==> config.mk <==
export PLATFORM = sky130hd
export DESIGN_NAME = hdlc_rx_framer
export DESIGN_NICKNAME = d
export VERILOG_FILES = /design/src/rtl/hdlc_pkg.sv /design/src/rtl/hdlc_rx_bitdet.sv /design/src/rtl/hdlc_rx_framer.sv
export SDC_FILE = /design/constraint.sdc
export NUM_CORES = 1
export LEC_CHECK = 0
export CORE_MARGIN = 2
export CORE_UTILIZATION = 45
export CTS_BUF_LIST = sky130_fd_sc_hd__clkbuf_8
export DETAILED_ROUTE_END_ITERATION = 12
export DONT_BUFFER_PORTS = 1
export PLACE_DENSITY_LB_ADDON = 0.12
export REMOVE_ABC_BUFFERS = 1
export SYNTH_ARGS = -nofsm -noshare
export SYNTH_HDL_FRONTEND = slang
export SYNTH_SLANG_ARGS = --single-unit
==> constraint.sdc <==
create_clock -name Clk -period 2.03 [get_ports Clk]
set_input_delay 0.5075 -clock Clk [delete_from_list [all_inputs] [get_ports Clk]]
set_output_delay 0.5075 -clock Clk [all_outputs]
set_load 0.02 [all_outputs]
==> src/rtl/hdlc_pkg.sv <==
// Shared constants and types for the HDLC receive path.
package hdlc_pkg;

  localparam logic [7:0]  FLAG_PATTERN  = 8'h7E;
  // Window holds the oldest bit in bit 0: a 0 followed by seven 1s reads as 8'hFE.
  localparam logic [7:0]  ABORT_PATTERN = 8'hFE;
  localparam int unsigned STUFF_RUN     = 5;
  localparam int unsigned PATTERN_LEN   = 8;

  typedef enum logic {
    IDLE  = 1'b0,
    FRAME = 1'b1
  } rx_state_t;

endpackage

==> src/rtl/hdlc_rx_bitdet.sv <==
// Rx bit front end: input register, 8-bit pattern window, ones run counter,
// flag/abort detection and stuffed-zero tagging of each incoming bit.
module hdlc_rx_bitdet
  import hdlc_pkg::*;
(
  input  logic clk,
  input  logic rst,
  input  logic rx,
  output logic data_bit,
  output logic data_stuff,
  output logic flag_det,
  output logic abort_det
);

  logic       rx_q,    rx_d;
  logic [7:0] win_q,   win_d;
  logic [2:0] ones_q,  ones_d;
  logic       bit_q,   bit_d;
  logic       stuff_q, stuff_d;
  logic       flag_q,  flag_d;
  logic       abort_q, abort_d;
  logic       flag_hit, abort_hit;

  always_comb begin
    rx_d      = rx;
    abort_hit = (win_q == ABORT_PATTERN);
    flag_hit  = (win_q == FLAG_PATTERN) && !abort_hit;
    bit_d     = rx_q;
    stuff_d   = !rx_q && (ones_q == 3'(STUFF_RUN));
    if (rx_q) begin
      ones_d = (ones_q == 3'd7) ? ones_q : ones_q + 3'd1;
    end else begin
      ones_d = '0;
    end
    // Restart the window after a flag so its trailing bits cannot seed another match.
    if (flag_hit) begin
      win_d = {rx_q, 7'b0};
    end else begin
      win_d = {rx_q, win_q[7:1]};
    end
    flag_d  = flag_hit;
    abort_d = abort_hit;
  end

  always_ff @(posedge clk) begin
    if (rst) begin
      rx_q    <= 1'b0;
      win_q   <= '0;
      ones_q  <= '0;
      bit_q   <= 1'b0;
      stuff_q <= 1'b0;
      flag_q  <= 1'b0;
      abort_q <= 1'b0;
    end else begin
      rx_q    <= rx_d;
      win_q   <= win_d;
      ones_q  <= ones_d;
      bit_q   <= bit_d;
      stuff_q <= stuff_d;
      flag_q  <= flag_d;
      abort_q <= abort_d;
    end
  end

  assign data_bit   = bit_q;
  assign data_stuff = stuff_q;
  assign flag_det   = flag_q;
  assign abort_det  = abort_q;

endmodule

==> src/rtl/hdlc_rx_framer.sv <==
// HDLC receive framer: delays de-stuffed bits past flag/abort detection,
// assembles LSB-first bytes and sequences frame status strobes.
module hdlc_rx_framer
  import hdlc_pkg::*;
#(
  parameter int unsigned MAX_BYTES = 128,
  parameter int unsigned LAT       = 10
) (
  input  logic       Clk,
  input  logic       Rst,
  input  logic       Rx,
  output logic       Rx_FlagDetect,
  output logic       Rx_AbortDetect,
  output logic       Rx_AbortSignal,
  output logic       Rx_ValidFrame,
  output logic       Rx_NewByte,
  output logic [7:0] Rx_Data,
  output logic       Rx_EoF,
  output logic       Rx_FrameError,
  output logic       Rx_Overflow,
  output logic [7:0] Rx_ByteCnt
);

  // Two cycles are spent in the bit front end; LAT must be at least 10 so the
  // line still holds every bit of a pattern when its detection arrives.
  localparam int unsigned   DL       = LAT - 2;
  localparam logic [DL-1:0] PAT_MASK = DL'(8'hFF);
  localparam logic [7:0]    MAX_CNT  = 8'(MAX_BYTES);

  logic bit_in, stuff_in, flag_det, abort_det;

  hdlc_rx_bitdet u_bitdet (
    .clk        (Clk),
    .rst        (Rst),
    .rx         (Rx),
    .data_bit   (bit_in),
    .data_stuff (stuff_in),
    .flag_det   (flag_det),
    .abort_det  (abort_det)
  );

  rx_state_t   state_q,     state_d;
  logic [DL-1:0] dl_bit_q,  dl_bit_d;
  logic [DL-1:0] dl_vld_q,  dl_vld_d;
  logic [DL-1:0] dl_vld_m;
  logic [2:0]  bit_cnt_q,   bit_cnt_d;
  logic [7:0]  byte_cnt_q,  byte_cnt_d;
  logic [7:0]  shreg_q,     shreg_d;
  logic [7:0]  data_q,      data_d;
  logic        newbyte_q,   newbyte_d;
  logic        ovf_q,       ovf_d;
  logic        asig_q,      asig_d;
  logic        eof_pend_q,  eof_pend_d;
  logic        ferr_pend_q, ferr_pend_d;
  logic        eof_q,       eof_d;
  logic        ferr_q,      ferr_d;
  logic        out_bit, out_vld, accept;

  // On detection the newest PATTERN_LEN entries are exactly the pattern bits.
  always_comb begin
    dl_vld_m = (flag_det || abort_det) ? (dl_vld_q & ~PAT_MASK) : dl_vld_q;
    dl_bit_d = {dl_bit_q[DL-2:0], bit_in};
    dl_vld_d = {dl_vld_m[DL-2:0], ~stuff_in};
    out_bit  = dl_bit_q[DL-1];
    out_vld  = dl_vld_m[DL-1];
  end

  always_comb begin
    state_d     = state_q;
    bit_cnt_d   = bit_cnt_q;
    byte_cnt_d  = byte_cnt_q;
    shreg_d     = shreg_q;
    data_d      = data_q;
    newbyte_d   = 1'b0;
    ovf_d       = ovf_q;
    asig_d      = 1'b0;
    eof_pend_d  = 1'b0;
    ferr_pend_d = 1'b0;
    eof_d       = eof_pend_q;
    ferr_d      = eof_pend_q && ferr_pend_q;
    accept      = (state_q == FRAME) && out_vld;

    if (accept) begin
      shreg_d   = {out_bit, shreg_q[7:1]};
      bit_cnt_d = bit_cnt_q + 3'd1;
      if (bit_cnt_q == 3'd7) begin
        if (byte_cnt_q < MAX_CNT) begin
          data_d     = {out_bit, shreg_q[7:1]};
          newbyte_d  = 1'b1;
          byte_cnt_d = byte_cnt_q + 8'd1;
        end else begin
          ovf_d = 1'b1;
        end
      end
    end

    unique case (state_q)
      IDLE: begin
        if (flag_det) begin
          state_d    = FRAME;
          bit_cnt_d  = '0;
          byte_cnt_d = '0;
          shreg_d    = '0;
          ovf_d      = 1'b0;
        end
      end
      FRAME: begin
        if (abort_det) begin
          state_d    = IDLE;
          asig_d     = 1'b1;
          eof_pend_d = 1'b1;
        end else if (flag_det && !(byte_cnt_q == '0 && bit_cnt_q == '0)) begin
          state_d     = IDLE;
          eof_pend_d  = 1'b1;
          ferr_pend_d = (bit_cnt_q != '0);
        end
      end
    endcase
  end

  always_ff @(posedge Clk) begin
    if (Rst) begin
      state_q     <= IDLE;
      dl_bit_q    <= '0;
      dl_vld_q    <= '0;
      bit_cnt_q   <= '0;
      byte_cnt_q  <= '0;
      shreg_q     <= '0;
      data_q      <= '0;
      newbyte_q   <= 1'b0;
      ovf_q       <= 1'b0;
      asig_q      <= 1'b0;
      eof_pend_q  <= 1'b0;
      ferr_pend_q <= 1'b0;
      eof_q       <= 1'b0;
      ferr_q      <= 1'b0;
    end else begin
      state_q     <= state_d;
      dl_bit_q    <= dl_bit_d;
      dl_vld_q    <= dl_vld_d;
      bit_cnt_q   <= bit_cnt_d;
      byte_cnt_q  <= byte_cnt_d;
      shreg_q     <= shreg_d;
      data_q      <= data_d;
      newbyte_q   <= newbyte_d;
      ovf_q       <= ovf_d;
      asig_q      <= asig_d;
      eof_pend_q  <= eof_pend_d;
      ferr_pend_q <= ferr_pend_d;
      eof_q       <= eof_d;
      ferr_q      <= ferr_d;
    end
  end

  assign Rx_FlagDetect  = flag_det;
  assign Rx_AbortDetect = abort_det;
  assign Rx_AbortSignal = asig_q;
  assign Rx_ValidFrame  = (state_q == FRAME);
  assign Rx_NewByte     = newbyte_q;
  assign Rx_Data        = data_q;
  assign Rx_EoF         = eof_q;
  assign Rx_FrameError  = ferr_q;
  assign Rx_Overflow    = ovf_q;
  assign Rx_ByteCnt     = byte_cnt_q;

endmodule

# Word-level counts from Yosys, hierarchy flattened
# Cells that the tools add are included.
# totals
inputBits	3
regBits	67
elab_cells	83
output_inout_bits	24
# op_classes
reduce_logical	20
order_cmp	1
n_eq_ne	5
addsub	3
n_mux	25
bitwise	6
# op_table
operator	count
$mux W8	9
$mux W1	12
$eq A3 B3 Y1 const B	3
$mux W3	3
$add A8 B1 Y8 const B	1
$eq A8 B7 Y1 const B	1
$eq A8 B8 Y1 const B	1
$logic_not A8 Y1	1
$lt A8 B8 Y1 const B	1
$reduce_or A2 Y1	4
$add A3 B1 Y3 const B	2
$logic_and A1 B1 Y1	6
$not A1 Y1	6
$reduce_or A4 Y1	1
$logic_not A1 Y1	3
$logic_not A3 Y1	1
$reduce_and A3 Y1	1
$reduce_bool A3 Y1	1
$reduce_or A3 Y1	1
$pmux W1 S2	1
$logic_or A1 B1 Y1	1

# Longest topological paths before layout
# logic_depth
word_depth	7
ltp_mapped	7
ltp_nobuf	6

# Hierarchy
# From an unflattened synthesis, not the netlist that was laid out.
# hier_totals
hier_cells	252
area_unflattened_um2	2421.1
# by_module_without_submodules
mod	seq_area_each_um2	instances	area_per_inst_um2	cells_each
hdlc_rx_framer	1001.0	1	1864.3	201
hdlc_rx_bitdet	300.3	1	556.8	51

# Worst setup path before layout
# No wires, ideal clock.
# synth_path
path_type	reg2reg
startpoint	register state_q, in the netlist Rx_ValidFrame
endpoint	register byte_cnt_q[6], in the netlist Rx_ByteCnt[6]
t_arrival_ps	1440
setup_time_ps	72
path_slack_ps	518
period_less_slack_ps	1512
t_required_ps	1958
n_path_buf	1
stages_incl_launch_ff	6
path_cell_list	dfxtp_1 buf_4 and4bb_1 nand4b_1 or3_1 a21oi_1
# synth_via
elab_chain_cells	4
# synth_lines
element	line	source
start, declared	hdlc_rx_framer.sv:42	rx_state_t state_q, state_d;
start signal, assigned	hdlc_rx_framer.sv:138	state_q <= state_d;
$logic_and A1 B1 Y1	hdlc_rx_framer.sv:81	accept = (state_q == FRAME) && out_vld;
$mux W8	hdlc_rx_framer.sv:83	if (accept) begin
$mux W8	hdlc_rx_framer.sv:99	if (flag_det) begin
$mux W8 (*)	hdlc_rx_framer.sv:97	unique case (state_q)
end signal, assigned	hdlc_rx_framer.sv:142	byte_cnt_q <= byte_cnt_d;
end, declared	hdlc_rx_framer.sv:47	logic [7:0] byte_cnt_q, byte_cnt_d;
# Mark *: on every way between the ends. The rest lies on a longest branch, timed or not.
# A chain may end at the register's enable or synchronous reset.

# Final worst setup path
# layout_path
startpoint	register bit_cnt_q[0]
endpoint	register data_q[3], in the netlist Rx_Data[3]
# layout_via
elab_chain_cells	2
# layout_lines
element	line	source
start, declared	hdlc_rx_framer.sv:46	logic [2:0] bit_cnt_q, bit_cnt_d;
start signal, assigned	hdlc_rx_framer.sv:141	bit_cnt_q <= bit_cnt_d;
$eq A3 B3 Y1	hdlc_rx_framer.sv:86	if (bit_cnt_q == 3'd7) begin
$reduce_and A3 Y1 (no source line)	--	
end signal, assigned	hdlc_rx_framer.sv:144	data_q <= data_d;
end, declared	hdlc_rx_framer.sv:49	logic [7:0] data_q, data_d;
# No other way between the ends.

==> impl_results.md <==
- Sequential element share of the synthesized area: 0.568
- Worst Reg-to-Reg Cells: 6
- Yosys reg bits: 65
- Clk_lat worst skew: ~330 ps
- Hold Buf Count CTS: 0
- Initial cell density of the core: 0.476
- Synthesized area per cell: between 9 and 10 sq um
- Cts bufs inserted: 9
- Tightest Pin Transition: 475 ps
- Synth top area share: 0.568
- Clk root buf: clkbuf_8
- Final hold viol count: 0
- Max Slew Vio Count: 0
- Post-DP HPWL: 2.44 mm
- CTS max path bufs: 2
- Finished Layout Cells: roughly 320
- Internal power: 2040 uW
- Port-buffer cells: 0
- Number of global-route vias before repair: 1,424
- FF-to-FF Start: bit_cnt_q[0]$_SDFF_PP0_
- Die area: roughly 0.0057 sq mm
- Vias per cell: ~4.8
- WS Path Type: reg -> reg
- Critical path data arrival time: 1970 ps
- Max IR drop VDD: roughly 0.6 mV
- CTS sink count: 65
- Clk pwr share: 0.477
- R2R Path End: Rx_Data[3]$_SDFFE_PP0P_
- Placed cell area: about 0.0024 sq mm
- Total Routed Length: ~3.7 mm
- Synth Instances: 237
- Comb pwr share: 0.009
- Max-Slew Margin vs Limit: 0.681
- Ys async rst share: 0
- Leakage: around 0.00098 uW
- Cell Area, Synth: between 0.002 and 0.0025 sq mm
- Final nets: 255
- Minimum clock period: 1710 ps
- Dominant synthesized flop cell: dfxtp_1
- Clock skew: 5.89 ps
- DRC Markers: 0
- Core box area: 0.00482 sq mm
- DRT Pass-1 Iters: 4
- Unique masters post-synth: 41
- Critical path startpoint category: flop
- Cell area after layout: 0.00259 sq mm
- RSZ-0062 raised after global routing: no
- CP max FO: 10
- GPL Wtd Cong: 0.737
- Critical path endpoint: Rx_Data[3]$_SDFFE_PP0P_
- GRT Overall Usage: 0.153
- Number of flops mapped to enable cells by yosys: 0
- # diodes: 0
- Ys Warns: 0
- Seq. cell area: 0.00130 sq mm
- Cell with the most instances after synthesis: dfxtp_1
- Initial antenna violation count: 0
- Final period utilization: 0.845
- Post-DRT Antenna Nets: 0
- Die Wd: 75.4 um
- HP Class: in -> reg
- Gates resized, CTS repair: 0
- Multi-input gate area: about 900 sq um
- Reg-to-reg slack, setup: about 320 ps
- Share of cells above drive strength 1: 0.0843
- Clock-pin slew on the worst setup and hold paths: around 70 ps
- Layout area overhead: 13.0%
- Top cells by area, synth: dfxtp_1, nand2_1, a21oi_1, ha_1, and2_1
- Final Setup Violations: 0
- Min Hold Slack: 242 ps
- Max Freq: approximately 600 MHz
- PwrDens: 967 mW/mm^2
- Flop pwr share: 0.514
- Top cells by count, synth: dfxtp_1, nand2_1, a21oi_1, nor2_1, and2_1
- Switching share of power: 0.186
- Grt ovf: 0
- Switch Pwr: 467 uW
- Row Count: 25
- Initial drt markers: ~50
- H-Tree Level Count: 3
- Placed cells: 300
- Sum Neg Setup Slack: 0 ps
- First-pass GRT wire length: 6.34 mm
- Fillers: 477
- Largest net degree at the start of global routing: 30
- Routed vias: roughly 1,500
- Die Y: 75.4 um
- Status: completed
- CP Launch Point: bit_cnt_q[0]$_SDFF_PP0_
- Routed wire per std cell: 11.9 um
- Number of max-cap violations: 0
- CP endpoint kind: flop
- CTS tree: built
- IO Pins: 27
- Post-CTS setup buffer count: 0
- Area leader, netlist: dfxtp_1
- Critical path required time: 2290 ps
cells in the final DEF, fill, tap and decap left out, types with 2 or more instances in the layout:
cell type	instances
bufinv_16	2
a21oi_1	20
nor2_1	15
dfxtp_1	65
o21ai_0	2
clkbuf_8	11
and2_1	14
nor2b_1	12
nor3_1	5
xor2_1	2
buf_4	6
ha_1	8
inv_1	12
o21a_1	2
xnor2_1	4
nand4b_1	2
nand2_1	39
nor4b_1	2
nand2b_1	3
nand3_1	4
metrics by stage:
| step | setup slack (ps) | util | total power, uW |
|---|---|---|---|
| after floorplan | 192 | - | 1330 |
| after detailed placement | 326 | 0.492 | 1340 |
| final | 316 | 0.538 | 2510 |
| after global placement | 363 | 0.492 | 1340 |
| after CTS | 308 | 0.538 | 2530 |
| after global routing | 152 | 0.538 | 2590 |
sequential cells by signal (all words and copies together), names as in the netlist, 3 cells and up:
name	flops
Rx_ByteCnt	8
u_bitdet.ones_q	3
Rx_Data	8
bit_cnt_q	3
shreg_q	7
u_bitdet.win_q	7
dl_bit_q	8
dl_vld_q	8
layout make-up:
| class | count | share of cell area |
|---|---|---|
| Sequential cell | 65 | 0.502 |
| Multi-Input combinational cell | 153 | 0.349 |
| Clock buffer | 11 | 0.0584 |
| Tap cell | 67 | 0.0324 |
| Clock inverter | 5 | 0.0275 |
| Timing Repair Buffer | 6 | 0.0174 |
| Inverter | 9 | 0.0130 |
logic make-up (layout without fill, tap and decap cells):
family          after synthesis  count (layout)  synth area share
simple gates                108             108             0.248
flops                        65              65             0.568
compound gates               30              30            0.0753
buf+inv                      19              31            0.0377
fa+ha+maj                     8               8            0.0437
xor+xnor                      6               6            0.0229
mux                           1               1           0.00437
layer usage:
| layer | up-vias | GRT usage | wire (um) |
|---|---|---|---|
| met5 | - | 0 | 0 |
| li1 | 793 | - | - |
| met1 | 694 | 0.196 | 1820 |
| met2 | 31 | 0.214 | 1640 |
| met4 | 0 | 0.119 | 87 |
| met3 | 9 | 0.0476 | 198 |
how the worst min path moves through the flow:
stage	from	endpoint	slack, ps	cells past startpoint
after global routing	Rst	Rx_Data[1]$_SDFFE_PP0P_	230	1
final	Rst	Rx_Data[1]$_SDFFE_PP0P_	240	1
after CTS	Rst	Rx_Data[1]$_SDFFE_PP0P_	220	1
after detailed placement	u_bitdet.data_stuff$_SDFF_PP0_	dl_vld_q[0]$_SDFF_PP0_	380	1
after floorplan	u_bitdet.data_stuff$_SDFF_PP0_	dl_vld_q[0]$_SDFF_PP0_	370	1
after global placement	u_bitdet.data_stuff$_SDFF_PP0_	dl_vld_q[0]$_SDFF_PP0_	370	1
worst max-delay path: stages (launching register included):
cell      delay (ps)
dfxtp_1          330
ha_1             210
ha_1             230
nand2b_1         260
or2_1            380
nand2_1           90
a21oi_1          150
power by group through the flow:
| stage | Sequential [uW] | Clock, uW | Combinational (uW) |
|---|---|---|---|
| floorplan | 1320 | 0 | 15.9 |
| global placement | 1320 | 0 | 22.5 |
| detailed placement | 1320 | 0 | 22.6 |
| CTS | 1290 | 1220 | 22.8 |
| global route | 1290 | 1280 | 25.7 |
| finish | 1290 | 1190 | 22.1 |
(Power assumes the default switching activity.)
